--- config.mk ---
export PLATFORM = sky130hd
export DESIGN_NAME = bram_stream_reader
export DESIGN_NICKNAME = d
export VERILOG_FILES = /design/src/rtl/bram_stream_reader.sv
export SDC_FILE = /design/constraint.sdc
export NUM_CORES = 1
export LEC_CHECK = 0
export BUFFER_PORTS_ARGS = -buffer_cell sky130_fd_sc_hd__buf_4
export CELL_PAD_IN_SITES_DETAIL_PLACEMENT = 0
export CELL_PAD_IN_SITES_GLOBAL_PLACEMENT = 2
export CORE_UTILIZATION = 38
export DETAILED_ROUTE_END_ITERATION = 12
export PLACE_DENSITY_LB_ADDON = 0.15
export SLEW_MARGIN = 20
export SYNTH_ARGS = -nofsm -noshare
export SYNTH_HDL_FRONTEND = slang
export SYNTH_SLANG_ARGS = --single-unit
--- constraint.sdc ---
create_clock -name clk -period 5.6 [get_ports clk]
set_input_delay 1.12 -clock clk [delete_from_list [all_inputs] [get_ports clk]]
set_output_delay 1.12 -clock clk [all_outputs]
set_load 0.05 [all_outputs]
--- src/rtl/bram_stream_reader.sv ---
// bram_stream_reader
// Reads a burst of consecutive words from a block RAM and presents them as a
// valid/ready stream. Reads are issued ahead of the consumer, tracked through a
// tag pipeline matching the memory latency, and landed in a small skid FIFO.
// A credit check keeps the FIFO from ever overflowing.
//
// Ports:
//   clk        - clock, all logic on the rising edge
//   rst_n      - synchronous active-low reset
//   start      - begin a burst (accepted only while idle)
//   base_addr  - first word address, sampled with start
//   length     - number of words (0..DEPTH), sampled with start
//   addrb      - registered read address to the memory
//   dout       - read data from the memory
//   m_data     - stream data (FIFO head)
//   m_valid    - stream valid (FIFO not empty)
//   m_ready    - stream ready from the consumer
//   m_last     - final beat of the burst
//   busy       - high whenever the controller is not idle
//   done       - one-cycle pulse when a burst completes
module bram_stream_reader #(
  parameter int DATA_WIDTH  = 20,
  parameter int DEPTH       = 13264,
  parameter int CLK_LATENCY = 1,
  parameter int DATA_ADDR_W = $clog2(DEPTH)
) (
  input  logic                   clk,
  input  logic                   rst_n,
  input  logic                   start,
  input  logic [DATA_ADDR_W-1:0] base_addr,
  input  logic [DATA_ADDR_W:0]   length,
  output logic [DATA_ADDR_W-1:0] addrb,
  input  logic [DATA_WIDTH-1:0]  dout,
  output logic [DATA_WIDTH-1:0]  m_data,
  output logic                   m_valid,
  input  logic                   m_ready,
  output logic                   m_last,
  output logic                   busy,
  output logic                   done
);

  localparam int FIFO_DEPTH = CLK_LATENCY + 2;
  localparam int PTR_W      = $clog2(FIFO_DEPTH);
  localparam int CNT_W      = $clog2(FIFO_DEPTH + 1);

  typedef enum logic [1:0] {
    IDLE  = 2'd0,
    FETCH = 2'd1,
    DRAIN = 2'd2,
    DONE  = 2'd3
  } state_t;

  state_t                 state_r;
  logic [DATA_ADDR_W-1:0] addrb_r;
  logic [DATA_ADDR_W-1:0] next_addr_r;
  logic [DATA_ADDR_W:0]   remaining_r;
  logic                   busy_r;
  logic                   done_r;

  logic                   tag_vld_r  [0:CLK_LATENCY];
  logic                   tag_last_r [0:CLK_LATENCY];

  logic [DATA_WIDTH-1:0]  fifo_data_r [0:FIFO_DEPTH-1];
  logic                   fifo_last_r [0:FIFO_DEPTH-1];
  logic [PTR_W-1:0]       wr_ptr_r;
  logic [PTR_W-1:0]       rd_ptr_r;
  logic [CNT_W-1:0]       count_r;
  logic [CNT_W-1:0]       inflight_r;

  logic                   pop_s;
  logic                   push_s;
  logic                   credit_s;
  logic                   start_ok_s;
  logic                   issue_s;
  logic [DATA_ADDR_W-1:0] issue_addr_s;
  logic                   issue_last_s;
  logic                   final_hs_s;
  logic [CNT_W:0]         commit_s;
  logic [CNT_W:0]         limit_s;

  // Address increment with wrap from DEPTH-1 back to 0.
  function automatic logic [DATA_ADDR_W-1:0] addr_inc(input logic [DATA_ADDR_W-1:0] a);
    if (a == DATA_ADDR_W'(DEPTH - 1)) begin
      addr_inc = '0;
    end else begin
      addr_inc = a + DATA_ADDR_W'(1);
    end
  endfunction

  // FIFO pointer increment; depth need not be a power of two.
  function automatic logic [PTR_W-1:0] ptr_inc(input logic [PTR_W-1:0] p);
    if (p == PTR_W'(FIFO_DEPTH - 1)) begin
      ptr_inc = '0;
    end else begin
      ptr_inc = p + PTR_W'(1);
    end
  endfunction

  assign pop_s      = (count_r != '0) && m_ready;
  assign push_s     = tag_vld_r[CLK_LATENCY];
  assign final_hs_s = pop_s && fifo_last_r[rd_ptr_r];

  // Credit: reads in flight plus entries that will still be held after this
  // cycle's pop must leave room for one more read.
  assign commit_s = {1'b0, inflight_r} + {1'b0, count_r};
  assign limit_s  = (CNT_W + 1)'(FIFO_DEPTH) + {{CNT_W{1'b0}}, pop_s};
  assign credit_s = commit_s < limit_s;

  // The first read of a burst is issued on the accepting edge itself so the
  // first beat appears CLK_LATENCY+1 cycles after start.
  assign start_ok_s   = (state_r == IDLE) && start && (length != '0);
  assign issue_s      = start_ok_s ||
                        ((state_r == FETCH) && (remaining_r != '0) && credit_s);
  assign issue_addr_s = start_ok_s ? base_addr : next_addr_r;
  assign issue_last_s = start_ok_s ? (length == (DATA_ADDR_W + 1)'(1))
                                   : (remaining_r == (DATA_ADDR_W + 1)'(1));

  // Control FSM, read address generation and status outputs.
  always_ff @(posedge clk) begin
    if (!rst_n) begin
      state_r     <= IDLE;
      addrb_r     <= '0;
      next_addr_r <= '0;
      remaining_r <= '0;
      busy_r      <= 1'b0;
      done_r      <= 1'b0;
    end else begin
      if (issue_s) begin
        addrb_r     <= issue_addr_s;
        next_addr_r <= addr_inc(issue_addr_s);
      end
      if (start_ok_s) begin
        remaining_r <= length - (DATA_ADDR_W + 1)'(1);
      end else if (issue_s) begin
        remaining_r <= remaining_r - (DATA_ADDR_W + 1)'(1);
      end
      case (state_r)
        IDLE: begin
          if (start) begin
            busy_r <= 1'b1;
            if (length == '0) begin
              state_r <= DONE;
              done_r  <= 1'b1;
            end else begin
              state_r <= FETCH;
              done_r  <= 1'b0;
            end
          end else begin
            busy_r <= 1'b0;
            done_r <= 1'b0;
          end
        end
        FETCH: begin
          busy_r <= 1'b1;
          done_r <= 1'b0;
          if ((remaining_r == '0) ||
              (issue_s && (remaining_r == (DATA_ADDR_W + 1)'(1)))) begin
            state_r <= DRAIN;
          end
        end
        DRAIN: begin
          busy_r <= 1'b1;
          if (final_hs_s) begin
            state_r <= DONE;
            done_r  <= 1'b1;
          end else begin
            done_r  <= 1'b0;
          end
        end
        DONE: begin
          state_r <= IDLE;
          busy_r  <= 1'b0;
          done_r  <= 1'b0;
        end
        default: begin
          state_r <= IDLE;
          busy_r  <= 1'b0;
          done_r  <= 1'b0;
        end
      endcase
    end
  end

  // Issue-tag pipeline; a tag leaving the last stage marks valid read data.
  always_ff @(posedge clk) begin
    if (!rst_n) begin
      for (int i = 0; i <= CLK_LATENCY; i++) begin
        tag_vld_r[i]  <= 1'b0;
        tag_last_r[i] <= 1'b0;
      end
    end else begin
      tag_vld_r[0]  <= issue_s;
      tag_last_r[0] <= issue_s && issue_last_s;
      for (int i = 1; i <= CLK_LATENCY; i++) begin
        tag_vld_r[i]  <= tag_vld_r[i-1];
        tag_last_r[i] <= tag_last_r[i-1];
      end
    end
  end

  // Skid FIFO storage, pointers, occupancy and in-flight read counter.
  always_ff @(posedge clk) begin
    if (!rst_n) begin
      for (int i = 0; i < FIFO_DEPTH; i++) begin
        fifo_data_r[i] <= '0;
        fifo_last_r[i] <= 1'b0;
      end
      wr_ptr_r   <= '0;
      rd_ptr_r   <= '0;
      count_r    <= '0;
      inflight_r <= '0;
    end else begin
      if (push_s) begin
        fifo_data_r[wr_ptr_r] <= dout;
        fifo_last_r[wr_ptr_r] <= tag_last_r[CLK_LATENCY];
        wr_ptr_r              <= ptr_inc(wr_ptr_r);
      end
      if (pop_s) begin
        rd_ptr_r <= ptr_inc(rd_ptr_r);
      end
      case ({push_s, pop_s})
        2'b10:   count_r <= count_r + CNT_W'(1);
        2'b01:   count_r <= count_r - CNT_W'(1);
        default: count_r <= count_r;
      endcase
      case ({issue_s, push_s})
        2'b10:   inflight_r <= inflight_r + CNT_W'(1);
        2'b01:   inflight_r <= inflight_r - CNT_W'(1);
        default: inflight_r <= inflight_r;
      endcase
    end
  end

  assign addrb   = addrb_r;
  assign m_valid = (count_r != '0);
  assign m_data  = fifo_data_r[rd_ptr_r];
  assign m_last  = m_valid && fifo_last_r[rd_ptr_r];
  assign busy    = busy_r;
  assign done    = done_r;

endmodule

# Yosys cells after proc, flatten, opt, wreduce, memory -nomap -nowiden
# Memory sizes are Yosys's and may differ from the RTL's. A register that Yosys moved wholly into a read port is not among the register bits.
# Index checks and enable logic that the tools add are counted.
totals:
  in_bits: 53
  n_memories: 4
  ramBits: 67
  register_bits: 55
  output_inout_bits: 38
  word_cells: 109
classes:
  n_addsub: 11
  order_cmp: 1
  n_mux: 39
  n_eq_ne: 15
  bitwise_logic: 4
  n_reduce_logical: 25
mem_list:
  columns: ["memory", "words", "width", "rd", "rd_clocked_by_memory_dff", "write_ports", "line", "text"]
  rows:
  - ["fifo_data_r", 3, 20, 1, 1, 3, "63", "logic [DATA_WIDTH-1:0] fifo_data_r [0:FIFO_DEPTH-1];"]
  - ["fifo_last_r", 3, 1, 1, 1, 3, "64", "logic fifo_last_r [0:FIFO_DEPTH-1];"]
  - ["tag_last_r", 2, 1, 2, 0, 2, "61", "logic tag_last_r [0:CLK_LATENCY];"]
  - ["tag_vld_r", 2, 1, 2, 0, 2, "60", "logic tag_vld_r [0:CLK_LATENCY];"]
ops:
  columns: ["operator", "n"]
  rows:
  - ["15-bit by 1-bit equality test with 1-bit output (second input constant)", 2]
  - ["15-bit logical NOT", 2]
  - ["15-bit 2-to-1 mux", 2]
  - ["15-bit nonzero test", 2]
  - ["15-bit by 1-bit subtractor with 15-bit output (second input constant)", 2]
  - ["14-bit 2-to-1 mux", 2]
  - ["2-bit 2-to-1 mux", 12]
  - ["20-bit 2-to-1 mux", 1]
  - ["20-bit OR reduction", 1]
  - ["1-bit 2-to-1 mux", 17]
  - ["14-bit by 1-bit adder with 14-bit output (second input constant)", 1]
  - ["14-bit equality test (second input constant)", 1]
  - ["2-bit equality test (second input constant)", 6]
  - ["1-bit logical AND", 9]
  - ["2-bit by 1-bit adder with 2-bit output (second input constant)", 4]
  - ["2-bit case mux with 2 select lines", 2]
  - ["2-bit case mux with 4 select lines", 1]
  - ["2-bit nonzero test", 4]
  - ["2-bit by 1-bit equality test with 1-bit output (second input constant)", 3]
  - ["1-bit case mux with 3 select lines", 2]
  - ["2-bit != test (second input constant)", 2]
  - ["1-bit bitwise OR", 4]
  - ["2-bit OR reduction", 2]
  - ["2-bit by 1-bit subtractor with 2-bit output (second input constant)", 2]
  - ["other kinds (8)", 9]

# Depth between registers and ports, before layout
# Gate-level depths: netlist of run 1.
depth:
  depth_word: 10
  mapped_depth: 17
  depth_no_buf: 14

# Worst setup path before layout of run 1
# Ideal clock, no wire load.
synth_path:
  path_type: "input to register"
  start: "input port length[1]"
  end: "register next_addr_r[1]"
  path_slack_ps: 1246
  setup_time_ps: 117
  cell_stages: 14
  required_time_ps: 5483
  arrival_ps: 4238
  path_cell_list: "inv_1 > ha_1 > or3b_2 > nor4_1 > nor2_1 > buf_4 > mux2_2 > ha_1 > clkbuf_1 > or4b_2 > nor3_1 > nand4_1 > and3_1 > a22o_1"
synth_via:
  elab_chain_cells: 5
  elab_cells_between_ends: 7
  classes_between: "add/sub: 1; eq/ne: 1; mux: 2; reduce/logical: 3"
synth_rtl:
  columns: ["element", "line", "text"]
  rows:
  - ["start, declared", "31", "input logic [DATA_ADDR_W:0] length,"]
  - ["15-bit nonzero test *", "111", "assign start_ok_s = (state_r == IDLE) && start && (length != '0);"]
  - ["1-bit logical AND *", "111", null]
  - ["14-bit 2-to-1 mux *", "114", "assign issue_addr_s = start_ok_s ? base_addr : next_addr_r;"]
  - ["net issue_addr_s[1]", "75", "logic [DATA_ADDR_W-1:0] issue_addr_s;"]
  - ["14-bit by 1-bit adder with 14-bit output or 14-bit equality test (tied branches)", "86, 83", null]
  - ["14-bit 2-to-1 mux *", "83", "if (a == DATA_ADDR_W'(DEPTH - 1)) begin"]
  - ["end signal, assigned", "130", "next_addr_r <= addr_inc(issue_addr_s);"]
  - ["end, declared", "55", "logic [DATA_ADDR_W-1:0] next_addr_r;"]
# Mark *: on every way through the listed nets, which the timed path passes. The rest lies on a longest branch.
# A chain may end at the register's enable or synchronous reset.

# Final worst setup path of run 1
layout_path:
  start: "input port length[1]"
  end: "register next_addr_r[6]"
# Same word-level chain as after synthesis.

==> out/results.ini, run 1 <==
[synth]
synthTopCellsByArea=edfxtp_1 (34%), dfxtp_1 (18%), mux4_2 (6.2%)
syn_nets=738
synth_top_area_share_pct=33.6
ys_warn_count=0
seq_area_frac_synth_pct=51.3
synth.distinct_cells=64
synthTopCellsByCount=edfxtp_1 (81), and2_1 (65), dfxtp_1 (64)
synth.most_common_cell=edfxtp_1
avgSynthCellArea_um2=10.8
yosys.area.top_type=edfxtp_1
synth-edff-count=81
synth-seq-cells=145
syn_inst=672
synth_area_um2=7230
synth_ff_type=edfxtp_1
async_flop_share_pct=0

[die]
core-area_um2=18700
start_util_pct=38.7
row_count=50
die_area_um2=19600
ios=91
die_w_um=140
die_h_um=140

[setup_path]
max_stage_delay_ns=0.62
ff2ff_path_depth=7
crit-reg2reg-launch=count_r[0]
path_delay_family=simple AND/OR/NAND/NOR gates
worst-path-buf-inv=3
cp_max_fo=11
cp_data_required_time_ns=5.88
critPathArrivalTime_ns=4.60
cp.depth=14
worstSetupStartpoint=length[1]
reg2reg_slack_ns=2.33
cp-end-kind=flip-flop
path_cells=buf_4, inv_1, ha_1, or3b_2, nor4_1, buf_4, nor2_2, mux2_2, ha_1, or4b_2, nor3_1, nand4_1, nand3_1, o21ai_0
cpMaxStageDelayCell=or4b_2
criticalPathCategory=in -> reg
r2r_end=remaining_r[14]
start_kind=input pin
crit_end=next_addr_r[6]

[sta]
min_period_ns=4.32
fmax_mhz=232
worst_slew_pin_slew_ns=0.898
setup_viol=0
skew_ns=0.00941
fin_crit_sh_pct=77.1
rsz0062_at_grt=no
hold_viol=0
slew_violations=0
setup_slack_ns=1.28
hold-worst-slack_ns=0.437
timing.setup.tns_ns=0
relSlewSlack_pct=40.1

[layout]
fin_nets=823
drive_above_1_share_pct=22.9
regArea_um2=3710
area_delta_synth_final_pct=21.0
final_cells=1004
antennaDiodeCount=0
multi_input_area_um2=3300
final_area_um2=8760
nFillCells=1716
finish.utilization_pct=46.8

[clocking]
post_cts_buffers=0
clk_path_buf_depth=2
holdBufCountCts=0
clkTransAtPathRegs_ns=0.06
clk_latency_ns=0.42
clock_sinks=145
htreeDepth=4
cts_tree=done
cts_root_buffer=clkbuf_16
cts_buffers=17
cts-resized-gates=0

[placement]
hpwl_mm=12.3
place_area_um2=8150
gp_congestion=0.789
dp.cells=972
dp_slack_ns=0.866
io_buffers=90

[grt]
grt_pass1_wl_mm=28.2
overflow=0
grt_usage_pct=18.8
grt_max_degree=63
grt_pass1_vias=5394
antenna_found_initial=0

[routing]
viasPerCell=5.37
via_count=5389
totalWireLength_mm=17.8
wire_per_inst_um=17.7
drt_iter0_markers=200
drtAntennaViolNets=0
drt_pass1_iterations=5
route.detailed.drc=0

[outcome]
status=finished clean

[power]
p_int_mw=2.36
pwr-share-seq_pct=38.5
peakVddDrop_v=0.000215
power_mw=3.64
clkPwrFrac_pct=32.3
swShare_pct=35.1
p_comb_share_pct=29.1
p_leak_nw=3.24
power_switching_mw=1.27
powerDensity_nw_per_um2=415

[hold_path]
hp-class=reg -> reg

[flow_run]
maxCapViolCount=0

-- kinds of logic (layout without fill, tap and decap cells) --
kind of cell               count (synthesis)  count (layout)  share of synthesized area (%)
and+or+nand+nor                          287             287                           21.2
DFF                                      145             145                           51.3
AOI/OAI and AO/OA                        109             109                           9.96
buffers and inverters                     54             152                           3.36
xor gates and xnor gates                  35              35                           4.24
muxes                                     29              29                           7.52
adders and majority gates                 13              13                           2.35
-- registers in the layout (all words and copies together), names as in the netlist, named ones only --
| signal | cells |
|---|---|
| done | 1 |
| state_r | 2 |
| addrb | 14 |
| rd_ptr_r | 2 |
| count_r | 2 |
| wr_ptr_r | 2 |
| fifo_last_r | 4 |
| tag_vld_r | 2 |
| busy | 1 |
| next_addr_r | 14 |
| fifo_data_r | 80 |
| tag_last_r | 2 |
| remaining_r | 15 |
| inflight_r | 2 |
-- worst min-delay path by stage --
stage | from | slack, ns | depth (start not counted) | endpoint
detailed placement | tag_vld_r[0][0] | 0.42 | 1 | tag_vld_r[0][1]
global placement | tag_vld_r[0][0] | 0.41 | 1 | tag_vld_r[0][1]
CTS | tag_vld_r[0][0] | 0.43 | 1 | tag_vld_r[0][1]
global route | tag_vld_r[0][0] | 0.45 | 1 | tag_vld_r[0][1]
finish | tag_vld_r[0][0] | 0.44 | 1 | tag_vld_r[0][1]
floorplan | tag_last_r[0][0] | 0.41 | 1 | tag_last_r[0][1]
-- final cells by class --
cell class                      instances  area share [%]
Clock buffer                           18            4.90
Clock inverter                         14            2.06
Inverter                               16           0.686
Multi-Input combinational cell        473            37.7
Sequential cell                       145            42.4
Tap cell                              234            3.34
Timing Repair Buffer                  104            8.92
-- power by group through the flow --
stage	registers, mW	clock network (mW)	logic [mW]
floorplan	1.50	0	0.673
global placement	1.42	0	1.06
detailed placement	1.42	0	1.07
CTS	1.40	1.20	1.07
global route	1.42	1.24	1.15
finish	1.40	1.18	1.06
-- cell usage in the layout (no fill, tap or decap), drive strengths merged, types with 5 or more instances in the layout --
master	Yosys	routed
xnor2	15	15
mux4	20	20
and3	5	5
a21oi	26	26
buf	17	104
nor2b	6	6
and2	65	65
nor4	18	18
nand2	49	49
dfxtp	64	64
a211oi	9	9
xor2	20	20
a311oi	15	15
clkinv	1	6
or3	6	6
nor2	56	56
nand3	23	23
nand4	10	10
clkbuf	21	18
or4	5	5
nor3	26	26
mux2i	6	6
edfxtp	81	81
ha	12	12
o21ai	33	33
inv	15	20
-- metal layers --
metal / global-route usage, % / routed length [µm] / vias up
met2: 33.4 / 9030 / 132
met1: 23.0 / 7940 / 2591
met5: 0 / 0 / -
met3: 3.49 / 594 / 14
met4: 5.73 / 193 / 0
li1: - / - / 2652
No activity file was read; power rests on OpenSTA's default activity.
==> run 2, diff against run 1 <==
CORE_UTILIZATION = 34   (was 38)
clock period = 3.5 ns   (was 5.6 ns; I/O delays follow)
==> run 2 against run 1 <==
Effect of this change:
- largest power group unchanged
- cell count increased by 6.6%
- non-clock buffer count increased by 30
- die area increased by 12%
- critical path type unchanged
- first-iteration DRC count increased by 36%
- design area increased by 4.1%
- count of clock-buffer cells in the layout decreased by 1
- combinational power increased by 73%
- sequential power increased by 60%
- sequential share of layout area decreased by 1.7 points
- worst setup slack got worse by 1.0 ns
- wire length increased by 7.2%
==> out/results.ini, run 2 (synthesis gave the netlist of run 1 again) <==
[outcome]
status=finished clean

[layout]
fin_nets=853
mostFrequentLayoutCells=buf_4 (133), edfxtp_1 (81), and2_1 (65)
largest_registers=fifo_data_r (80), remaining_r (15)
final_cells=1070
antennaDiodeCount=0
final_common_cell=buf_4
regMostFlops=fifo_data_r
regArea_um2=3710
finish.utilization_pct=44.3
area_delta_synth_final_pct=26.0
multi_input_area_um2=3360
drive_above_1_share_pct=26.6
largest_reg_flops=80
nFillCells=2023

[clocking]
htreeDepth=4
cts-resized-gates=0
clock_sinks=145
holdBufCountCts=0
cts_buffers=17
post_cts_buffers=0
cts_tree=done
cts_root_buffer=clkbuf_16
clk_path_buf_depth=2
clk_latency_ns=0.43
clkTransAtPathRegs_ns=0.06

[die]
ios=91
die_w_um=148
die_area_um2=21900
start_util_pct=35.2
core-area_um2=20600
die_h_um=148
row_count=52

[power]
p_leak_nw=3.41
peakVddDrop_v=0.000349
powerDensity_nw_per_um2=656
power_mw=5.98

[setup_path]
worst-path-buf-inv=3
crit_top_cell=ha_4
cp_max_fo=5
cpMaxStageDelayCell=or4b_4
max_stage_delay_ns=0.46
cp_data_required_time_ns=3.82
path_delay_family=simple AND/OR/NAND/NOR gates
path_cells=buf_4, inv_12, ha_4, or3b_4, nor4_4, nor2_2, mux2i_1, inv_1, ha_4, or4b_4, nor3_2, nand4_1, and3_4, a22o_1
cp-end-kind=flip-flop
reg2reg_slack_ns=0.65
criticalPathCategory=in -> reg
critPathArrivalTime_ns=3.57
start_kind=input pin

[flow_run]
maxCapViolCount=0

[placement]
io_buffers=90
gp_congestion=0.794
hpwl_mm=13.1
dp.cells=1038

[routing]
viasPerCell=5.20
drt_pass1_iterations=5
via_count=5563
route.detailed.drc=0
drt_iter0_markers=272
wire_per_inst_um=17.8
totalWireLength_mm=19.0
drtAntennaViolNets=0

[hold_path]
hp-class=reg -> reg

[grt]
overflow=0
grt_pass1_wl_mm=30.3
grt_usage_pct=18.1
grt_max_degree=63
grt_pass1_vias=5719
antenna_found_initial=0

[sta]
rsz0062_at_grt=no
setup_viol=0
relSlewSlack_pct=55.6
worst_slew_pin_slew_ns=0.660
timing.setup.tns_ns=0
slew_violations=0
fmax_mhz=307
fin_crit_sh_pct=93.0
min_period_ns=3.25
hold_viol=0
skew_ns=0.00763

==> run 2: power breakdown <==
part | switching, mW | internal, mW | leakage (nW) | total, mW
Sequential | 0.209 | 2.03 | 1.33 | 2.24
Combinational | 1.14 | 0.694 | 1.78 | 1.83
Clock | 0.815 | 1.09 | 0.299 | 1.90
Total | 2.16 | 3.82 | 3.41 | 5.98
==> run 2: final cells by class <==
cell class	count	area share [%]
well taps	270	3.71
inverters	16	0.824
clock buffers	17	4.67
multi-input cells	473	36.8
clock inverters	15	2.06
repair buffers	134	11.2
flip-flops and latches	145	40.7
==> run 2: stage by stage <==
step	hold WS (ns)	area, µm²	worst slack (ns)
detailed placement	0.423	8500	-0.204
global route	0.452	9110	0.00852
floorplan	0.412	7330	-0.0172
finish	0.437	9110	0.246
global placement	0.413	8500	-0.136
CTS	0.440	9110	0.227
==> run 2: final timing paths <==
path                         start               end  cells past startpoint
hold reg to reg   tag_last_r[0][0]  tag_last_r[0][1]                      1
setup reg to reg        state_r[0]    next_addr_r[6]                     15
hold / removal    tag_last_r[0][0]  tag_last_r[0][1]                      1
setup / recovery         length[1]    next_addr_r[1]                     14
==> run 2: layer usage <==
layer | part of all wire [%] | wire [µm] | vias to the layer above | GRT usage, %
met2 | 50 | 9440 | 148 | 31.5
li1 | - | - | 2715 | -
met4 | 1.3 | 240 | 0 | 6.13
met3 | 4.8 | 915 | 20 | 3.40
met1 | 44 | 8440 | 2680 | 22.5
met5 | 0 | 0 | - | 0
==> run 3, diff against run 2 <==
CORE_MARGIN = 2   (was not set)
PLACE_DENSITY = 0.75   (was not set)
PLACE_DENSITY_LB_ADDON = not set   (was 0.15)
==> run 3 against run 2 <==
Effect of this change:
- combinational power barely moved
- clock skew rose by 0.00053 ns
- first-iteration DRC count did not move
- worst setup slack improved by 0.0087 ns
- sequential cell count did not move
- via count rose by 1.6%
==> out/results.ini, run 3 (synthesis gave the netlist of run 1 again) <==
[setup_path]
start_kind=input pin
cp_data_required_time_ns=3.84
crit_end=next_addr_r[6]
critPathArrivalTime_ns=3.58
reg2reg_slack_ns=0.57
ff2ff_path_depth=14
r2r_end=next_addr_r[6]
cp-end-kind=flip-flop
cp_max_fo=6
worstSetupStartpoint=length[1]
criticalPathCategory=in -> reg
crit-reg2reg-launch=state_r[0]

[clocking]
clk_latency_ns=0.42
htreeDepth=4
cts_tree=done
clock_sinks=145
holdBufCountCts=0
cts-resized-gates=0
cts_buffers=17
post_cts_buffers=0
clk_path_buf_depth=2
cts_root_buffer=clkbuf_16
clkTransAtPathRegs_ns=0.07

[routing]
wl_met2_mm=9.46
drt_pass1_iterations=5
totalWireLength_mm=18.7
wl_met3_um=683
via_count=5653
route.detailed.drc=0
wire_per_inst_um=17.2
drtAntennaViolNets=0
drt_iter0_markers=272
wl_met1_mm=8.33
top_layer_used=met4
viasPerCell=5.21

[die]
die_h_um=150
die_area_um2=22500
core-area_um2=21000
die_w_um=150
row_count=53
start_util_pct=34.5
ios=91

[placement]
gp_congestion=0.859
hpwl_mm=13.2
io_buffers=90

[sta]
slew_violations=0
hold-worst-slack_ns=0.433
hold_viol=0
worst_slew_pin_slew_ns=0.725
skew_ns=0.00816
fmax_mhz=308
fin_crit_sh_pct=92.7
min_period_ns=3.25
rsz0062_at_grt=no
setup_viol=0
relSlewSlack_pct=51.3

[layout]
regMostFlops=fifo_data_r
largest_registers=fifo_data_r (80), remaining_r (15)
largest_reg_flops=80
nFillCells=2033
area_delta_synth_final_pct=26.2
antennaDiodeCount=0
mostFrequentLayoutCells=buf_4 (143), edfxtp_1 (81), and2_1 (65)
regArea_um2=3710
final_common_cell=buf_4
multi_input_area_um2=3360
drive_above_1_share_pct=27.4
fin_nets=862

[grt]
grt_pass1_vias=5878
grt_max_degree=34
grt_usage_pct=17.3
grt_pass1_wl_mm=30.1
antenna_found_initial=0
overflow=0

[power]
p_leak_nw=3.42
power_mw=5.82
peakVddDrop_v=0.000402
powerDensity_nw_per_um2=637

[outcome]
status=finished clean

[hold_path]
hp-class=reg -> reg

[flow_run]
maxCapViolCount=0

[run 3: cell count changes in the layout (fill, tap and decap cells not counted)]
cell	previous run	this run
buf_12	1	0
buf_4	133	143
bufinv_16	2	0
clkinv_2	0	1
clkinvlp_4	1	4
inv_6	7	4
inv_8	3	4
[run 3: power breakdown]
group	switching (mW)	internal [mW]	total (mW)
clock	0.793	0.938	1.73
combinational	1.14	0.696	1.83
sequential	0.219	2.03	2.25
[run 3: critical path, cell delays in order]
cell and delay (ns):
buf_4 0.14, inv_12 0.05, ha_4 0.11, or3b_4 0.39
nor4_4 0.36, nor2_2 0.13, mux2_4 0.34, ha_4 0.18
and4b_1 0.18, nand4b_1 0.08, nand3_1 0.17, buf_4 0.22
nor4_1 0.27, o21ai_0 0.13, o21ai_0 0.12
[run 3: layout make-up]
| class | count | share of cell area [%] |
|---|---|---|
| multi-input cells | 473 | 36.8 |
| inverters | 16 | 0.822 |
| repair buffers | 143 | 11.8 |
| well taps | 275 | 3.77 |
| clock inverters | 15 | 1.54 |
| flip-flops and latches | 145 | 40.7 |
| clock buffers | 17 | 4.66 |
[run 3: worst min-delay path by stage]
stage | end | depth (start not counted) | startpoint | slack [ns]
2_1_floorplan | tag_last_r[0][1] | 1 | tag_last_r[0][0] | 0.41
3_3_place_gp | tag_vld_r[0][1] | 1 | tag_vld_r[0][0] | 0.41
3_5_place_dp | tag_vld_r[0][1] | 1 | tag_vld_r[0][0] | 0.42
4_1_cts | tag_vld_r[0][1] | 1 | tag_vld_r[0][0] | 0.44
5_1_grt | fifo_data_r[3][12] | 1 | dout[12] | 0.44
6_report | tag_vld_r[0][1] | 1 | tag_vld_r[0][0] | 0.43
[run 3: per-layer routing]
layer / up-vias / GRT usage [%]
met3: 22 / 3.87
li1: 2726 / -
met2: 136 / 30.7
met5: - / 0
met4: 0 / 4.15
met1: 2769 / 21.3
[run 3: stage by stage]
step                std cells  setup WS (ns)  setup TNS, ns  utilization (%)  area [µm²]
floorplan                 672        -0.0172        -0.0427                -        7330
global placement         1052         -0.111          -1.29             40.9        8560
detailed placement       1052         -0.181          -2.27             40.9        8560
CTS                      1084          0.250              0             43.6        9130
global route             1084         0.0685              0             43.6        9130
finish                   1084          0.255              0             43.6        9130
